### config.mk
export PLATFORM = sky130hd
export DESIGN_NAME = pipeline_issue_ctrl
export DESIGN_NICKNAME = d
export VERILOG_FILES = /design/src/rtl/pipeline_pkg.sv /design/src/rtl/pipeline_issue_fifo.sv /design/src/rtl/pipeline_issue_ctrl.sv
export SDC_FILE = /design/constraint.sdc
export NUM_CORES = 1
export LEC_CHECK = 0
export ABC_AREA = 1
export CAP_MARGIN = 20
export CORE_ASPECT_RATIO = 1.4
export CORE_MARGIN = 4
export CORE_UTILIZATION = 45
export CTS_CLUSTER_SIZE = 8
export DETAILED_ROUTE_END_ITERATION = 8
export PLACE_DENSITY = 0.61
export SLEW_MARGIN = 30
export SYNTH_ARGS = -nofsm -noshare
export SYNTH_HDL_FRONTEND = slang
export SYNTH_SLANG_ARGS = --single-unit
### constraint.sdc
create_clock -name clk -period 3.9 [get_ports clk]
set_input_delay 0.585 -clock clk [delete_from_list [all_inputs] [get_ports clk]]
set_output_delay 0.585 -clock clk [all_outputs]
set_load 0.1 [all_outputs]
### src/rtl/pipeline_pkg.sv
// Shared types and constants for the register/ALU/memory pipeline and its issue controller.
package pipeline_pkg;

    localparam int NREGS  = 16;
    localparam int REG_W  = $clog2(NREGS);
    localparam int ADDR_W = 8;
    localparam int DATA_W = 16;

    localparam logic [REG_W-1:0] FN_ADD = 4'd0;
    localparam logic [REG_W-1:0] FN_SUB = 4'd1;
    localparam logic [REG_W-1:0] FN_MUL = 4'd2;
    localparam logic [REG_W-1:0] FN_SLA = 4'd11;

    typedef struct packed {
        logic [REG_W-1:0]  rs1;
        logic [REG_W-1:0]  rs2;
        logic [REG_W-1:0]  rd;
        logic [REG_W-1:0]  func;
        logic [ADDR_W-1:0] addr;
    } instr_t;

    typedef enum logic [1:0] {
        IDLE,
        ISSUE,
        STALL
    } issue_state_e;

endpackage

### src/rtl/pipeline_issue_fifo.sv
// Synchronous instruction buffer; head is registered (no bypass from push to head).
module pipeline_issue_fifo
    import pipeline_pkg::*;
#(
    parameter int FIFO_DEPTH = 4
) (
    input  logic                        clk,
    input  logic                        rst_n,
    input  logic                        push_i,
    input  logic                        pop_i,
    input  logic                        flush_i,
    input  instr_t                      din_i,
    output instr_t                      head_o,
    output logic                        full_o,
    output logic                        empty_o,
    output logic [$clog2(FIFO_DEPTH):0] count_o
);

    localparam int PTR_W = $clog2(FIFO_DEPTH);

    instr_t           mem_q [FIFO_DEPTH];
    logic [PTR_W-1:0] wr_ptr_q;
    logic [PTR_W-1:0] rd_ptr_q;
    logic [PTR_W:0]   count_q;
    logic             do_push;
    logic             do_pop;

    assign full_o  = (count_q == (PTR_W+1)'(FIFO_DEPTH));
    assign empty_o = (count_q == '0);
    assign count_o = count_q;
    assign head_o  = mem_q[rd_ptr_q];

    // Full blocks the push even when a pop frees a slot in the same cycle.
    assign do_push = push_i && !full_o && !flush_i;
    assign do_pop  = pop_i && !empty_o && !flush_i;

    // NOTE: sequential state uses non-blocking assignments so every flop samples pre-edge values.
    always_ff @(posedge clk) begin
        if (!rst_n || flush_i) begin
            wr_ptr_q <= '0;
            rd_ptr_q <= '0;
            count_q  <= '0;
        end else begin
            if (do_push) wr_ptr_q <= wr_ptr_q + 1'b1;
            if (do_pop)  rd_ptr_q <= rd_ptr_q + 1'b1;
            count_q <= count_q + (PTR_W+1)'(do_push) - (PTR_W+1)'(do_pop);
        end
    end

    // NOTE: storage is not reset; count and pointers alone decide which entries are valid.
    always_ff @(posedge clk) begin
        if (do_push) mem_q[wr_ptr_q] <= din_i;
    end

endmodule

### src/rtl/pipeline_issue_ctrl.sv
// In-order issue controller with RAW-hazard bubbles for a non-forwarding pipeline.
// Optional stall counter output enabled by defining PIPE_ISSUE_STATS_EN.
module pipeline_issue_ctrl
    import pipeline_pkg::*;
#(
    parameter int FIFO_DEPTH = 4,
    parameter int WB_LAT     = 3
) (
    input  logic              clk,
    input  logic              rst_n,
    input  logic              in_vld,
    output logic              in_rdy,
    input  logic [REG_W-1:0]  in_rs1,
    input  logic [REG_W-1:0]  in_rs2,
    input  logic [REG_W-1:0]  in_rd,
    input  logic [REG_W-1:0]  in_func,
    input  logic [ADDR_W-1:0] in_addr,
    input  logic              flush,
    output logic              iss_vld,
    output logic [REG_W-1:0]  iss_rs1,
    output logic [REG_W-1:0]  iss_rs2,
    output logic [REG_W-1:0]  iss_rd,
    output logic [REG_W-1:0]  iss_func,
    output logic [ADDR_W-1:0] iss_addr,
`ifdef PIPE_ISSUE_STATS_EN
    output logic [15:0]       stall_cnt,
`endif
    output logic              busy
);

    localparam int SB_N  = (WB_LAT > 1) ? WB_LAT - 1 : 1;
    localparam int CNT_W = $clog2(FIFO_DEPTH) + 1;

    instr_t                       in_instr;
    instr_t                       head;
    instr_t                       iss_q, iss_d;
    logic                         iss_vld_q;
    logic                         full, empty;
    logic [CNT_W-1:0]             count;
    logic                         push, pop, hazard, iss_next_vld, drain;
    logic [SB_N-1:0]              sb_vld_q;
    logic [SB_N-1:0][REG_W-1:0]   sb_rd_q;
    issue_state_e                 state_q, state_d;

    assign in_instr = '{rs1: in_rs1, rs2: in_rs2, rd: in_rd, func: in_func, addr: in_addr};
    assign in_rdy   = !full;
    assign push     = in_vld && in_rdy;

    pipeline_issue_fifo #(.FIFO_DEPTH(FIFO_DEPTH)) u_fifo (
        .clk     (clk),
        .rst_n   (rst_n),
        .push_i  (push),
        .pop_i   (pop),
        .flush_i (flush),
        .din_i   (in_instr),
        .head_o  (head),
        .full_o  (full),
        .empty_o (empty),
        .count_o (count)
    );

    // NOTE: assign every always_comb output a default first so no path infers a latch.
    always_comb begin
        hazard = 1'b0;
        if (WB_LAT > 1 && !empty) begin
            for (int i = 0; i < SB_N; i++) begin
                if (sb_vld_q[i] && (head.rs1 == sb_rd_q[i] || head.rs2 == sb_rd_q[i])) begin
                    hazard = 1'b1;
                end
            end
        end
    end

    assign iss_next_vld = !empty && !hazard && !flush;
    assign pop          = iss_next_vld;
    assign iss_d        = iss_next_vld ? head : '0;
    assign drain        = pop && !push && (count == CNT_W'(1));

    always_ff @(posedge clk) begin
        if (!rst_n) begin
            iss_q     <= '0;
            iss_vld_q <= 1'b0;
            sb_vld_q  <= '0;
            sb_rd_q   <= '0;
        end else begin
            iss_q       <= iss_d;
            iss_vld_q   <= iss_next_vld;
            sb_vld_q[0] <= iss_next_vld;
            sb_rd_q[0]  <= head.rd;
            for (int i = 1; i < SB_N; i++) begin
                sb_vld_q[i] <= sb_vld_q[i-1];
                sb_rd_q[i]  <= sb_rd_q[i-1];
            end
        end
    end

    always_comb begin
        state_d = state_q;
        if (flush) begin
            state_d = IDLE;
        end else begin
            case (state_q)
                IDLE:    if (push) state_d = ISSUE;
                ISSUE:   if (hazard) state_d = STALL;
                         else if (drain) state_d = IDLE;
                STALL:   if (!hazard) state_d = drain ? IDLE : ISSUE;
                default: state_d = IDLE;
            endcase
        end
    end

    always_ff @(posedge clk) begin
        if (!rst_n) state_q <= IDLE;
        else        state_q <= state_d;
    end

    // IDLE is held exactly while the buffer is empty, so it doubles as the empty flag here.
    assign busy = (state_q != IDLE) || ((WB_LAT > 1) && (|sb_vld_q));

    assign iss_vld  = iss_vld_q;
    assign iss_rs1  = iss_q.rs1;
    assign iss_rs2  = iss_q.rs2;
    assign iss_rd   = iss_q.rd;
    assign iss_func = iss_q.func;
    assign iss_addr = iss_q.addr;

`ifdef PIPE_ISSUE_STATS_EN
    logic [15:0] stall_cnt_q;

    always_ff @(posedge clk) begin
        if (!rst_n || flush) stall_cnt_q <= '0;
        else if (hazard && stall_cnt_q != 16'hFFFF) stall_cnt_q <= stall_cnt_q + 16'd1;
    end

    assign stall_cnt = stall_cnt_q;
`endif

endmodule

==> results.cfg <==
[worst_setup_path]
path_class = register to register
crit_path_start_kind = register
critPathBufInv = 2
cp_top_family = simple AND/OR/NAND/NOR gates
arrival_ns = 3.30
cp-end-kind = register
crit_top_cell = nand2_1
crit_path_max_incr_delay_ns = 0.44
crit_fanout = 48
required_ns = 4.20
crit_path_top_delay_cell = buf_4
crit_chain = buf_4, nand2_1, nand3_1, nand2_1, nand2_1, nand2_1, nor2_1, nand2_1, nand2_1, nand2_1, nand2_2, nor3_4, ha_1, inv_1, ha_1, fa_1, xnor2_1, nor2_1

[timing]
hold_viol = 0
max_freq_mhz = 333
finalMaxSlewViolations = 0
period_share_pct = 77.0
setup_viol = 0
clock_skew_ns = 0.00714
slew_headroom_pct = 34.9
fin_ws_ns = 0.895
tightest_slew_ns = 0.974
period_needed_ns = 3.00
setup_tns_ns = 0
rsz0062_at_grt = false
hold-worst-slack_ns = 0.458

[clocking]
cts_tree = built
cts_setup_buffers = 0
cts-htree-levels = 4
cts_num_sinks = 141
clock-root-buffer = clkbuf_16
cts_buffers = 17
hold_buffers = 0
cts_resized = 0
clock_latency_ns = 0.41
path_clk_slew_ns = 0.06
clock_path_buffers = 2

[route]
drt-vias-per-instance = 4.92
drt_first_pass_iters = 4
drtIter0Drc = 127
top_layer = met4
dr_total_vias = 3535
route.detailed.drc = 0
wl_per_cell_um = 15.0
antenna_left = 0
drt-met1-wl_mm = 4.56
met2_length_mm = 5.54
routed-wl-met3_um = 454
wl_mm = 10.8

[yosys]
syn-num-nets = 531
syn_area_um2 = 5450
ys_warn_count = 0
synth_flop_cell = edfxtp_1
synth_edf_count = 96
async_flop_share_pct = 0
seq_area_frac_synth_pct = 69.5
synth_cells = 496
synth_seq_cells = 141
synth_cell_type_count = 30
syn_area_per_cell_um2 = 11.0

[outcome]
status = finished clean

[floorplanning]
die_w_um = 101
rows = 47
ios = 55
dieArea_um2 = 14000
initial_core_util_pct = 46.1
fp.coreArea_um2 = 11800
die_h_um = 138

[grt]
grt_util_all_layers_pct = 16.5
antenna_found_initial = 0
grt_overflow = 0
grt_max_degree = 49
grt_pass1_wl_mm = 17.5
grt_pass1_vias = 3600

[placement]
port_buffers = 54
pre_cts_ws_ns = 0.882
hpwl_mm = 6.67
gp_congestion = 0.790

[layout]
syn_to_final_growth_pct = 24.5
nets = 594
n_antenna_cell = 0
drive_gt1_share_pct = 9.97

[power]
power_leakage_nw = 2.68
p_total_mw = 3.71
p_per_area_nw_per_um2 = 547
ir_drop_mv = 0.319

[flow_run]
maxCapViolations = 0

[hold_path]
hold_class = register to register
registers in the layout, summed over array words and instances (netlist names), named ones only:
register / cells
sb_vld_q: 2
iss_rd: 4
iss_rs2: 4
u_fifo.rd_ptr_q: 2
iss_func: 4
u_fifo.mem_q: 96
iss_rs1: 4
state_q: 2
u_fifo.count_o: 3
u_fifo.wr_ptr_q: 2
iss_addr: 8
sb_rd_q: 8
synthesized netlist by cell type, types with 2 or more instances:
cell / n / area share, %
nor3_2: 7 / 1.3
inv_1: 40 / 2.8
nor3_1: 6 / 0.55
xor2_1: 2 / 0.32
clkbuf_1: 5 / 0.34
ha_1: 6 / 1.4
buf_4: 3 / 0.41
o21ai_0: 11 / 1.0
o22ai_1: 4 / 0.46
nand3_1: 29 / 2.7
dfxtp_1: 45 / 17
nor2_1: 47 / 3.2
and2_1: 2 / 0.23
nand2_1: 140 / 9.6
nand3_2: 3 / 0.55
buf_6: 4 / 0.83
buf_1: 3 / 0.21
nand2_2: 2 / 0.23
edfxtp_1: 96 / 53
buf_2: 2 / 0.18
a21oi_1: 30 / 2.8
cell type report:
class	instances	area (um2)
fill	1021	5040
multi-input combinational	296	1410
sequential	141	3780
tap	147	184
clock buffer	19	443
timing repair buffer	61	593
inverter	42	159
clock inverter	13	210
path summary, 6_finish.rpt:
| check | endpoint | cells past startpoint | slack, ns | from |
|---|---|---|---|---|
| worst max-delay path | u_fifo.count_o[2] | 18 | 0.90 | register |
| worst max register to register | u_fifo.count_o[2] | 18 | 0.90 | register |
| worst min-delay path | sb_vld_q[1] | 2 | 0.46 | sb_vld_q[0] |
| worst min register to register | sb_vld_q[1] | 2 | 0.46 | sb_vld_q[0] |
worst reg2reg max path, cell delays in order, from the launching register on:
cell	delay, ns
dfxtp_1	0.34
buf_4	0.44
nand2_1	0.12
nand3_1	0.15
nand2_1	0.11
nand2_1	0.07
nand2_1	0.05
nor2_1	0.17
nand2_1	0.07
nand2_1	0.06
nand2_1	0.07
nand2_2	0.11
nor3_4	0.06
ha_1	0.28
inv_1	0.04
ha_1	0.19
fa_1	0.38
xnor2_1	0.16
nor2_1	0.05
layout by cell type, fill, tap and decap left out, types with 7 or more instances in the layout:
master,count
nand2_1,140
edfxtp_1,96
clkdlybuf4s50_1,54
dfxtp_1,45
nor2_1,43
inv_1,40
a21oi_1,30
nand3_1,29
clkbuf_16,17
o21ai_0,11
nor3_2,7
buf_4,7
metal layers:
layer | track usage (%) | up-vias
li1 | - | 1774
met5 | 0 | -
met2 | 27.8 | 79
met3 | 4.13 | 16
met4 | 7.63 | 0
met1 | 19.7 | 1666
power by group:
part | internal (mW) | total (mW) | switching (mW)
Sequential | 1.64 | 1.65 | 0.0155
Clock | 1.16 | 1.76 | 0.607
Combinational | 0.0903 | 0.293 | 0.202
Total | 2.89 | 3.71 | 0.825
stage by stage:
stage	instances	cell area, um2	util, %
final	719	6780	57.4
after global routing	719	6780	57.4
after CTS	719	6780	57.4
after detailed placement	687	6130	51.8
after global placement	687	6130	51.8
after floorplan	496	5450	-
logic make-up after synthesis:
group | after synthesis | share of synthesized area [%]
AND/OR/NAND/NOR | 240 | 19.1
buffers and inverters | 59 | 4.89
flip-flops | 141 | 69.5
adder cells (fa/ha/maj) | 7 | 1.75
XOR/XNOR | 3 | 0.482
AO/OA/AOI/OAI | 46 | 4.36
No activity file was read; power rests on OpenSTA's default activity.
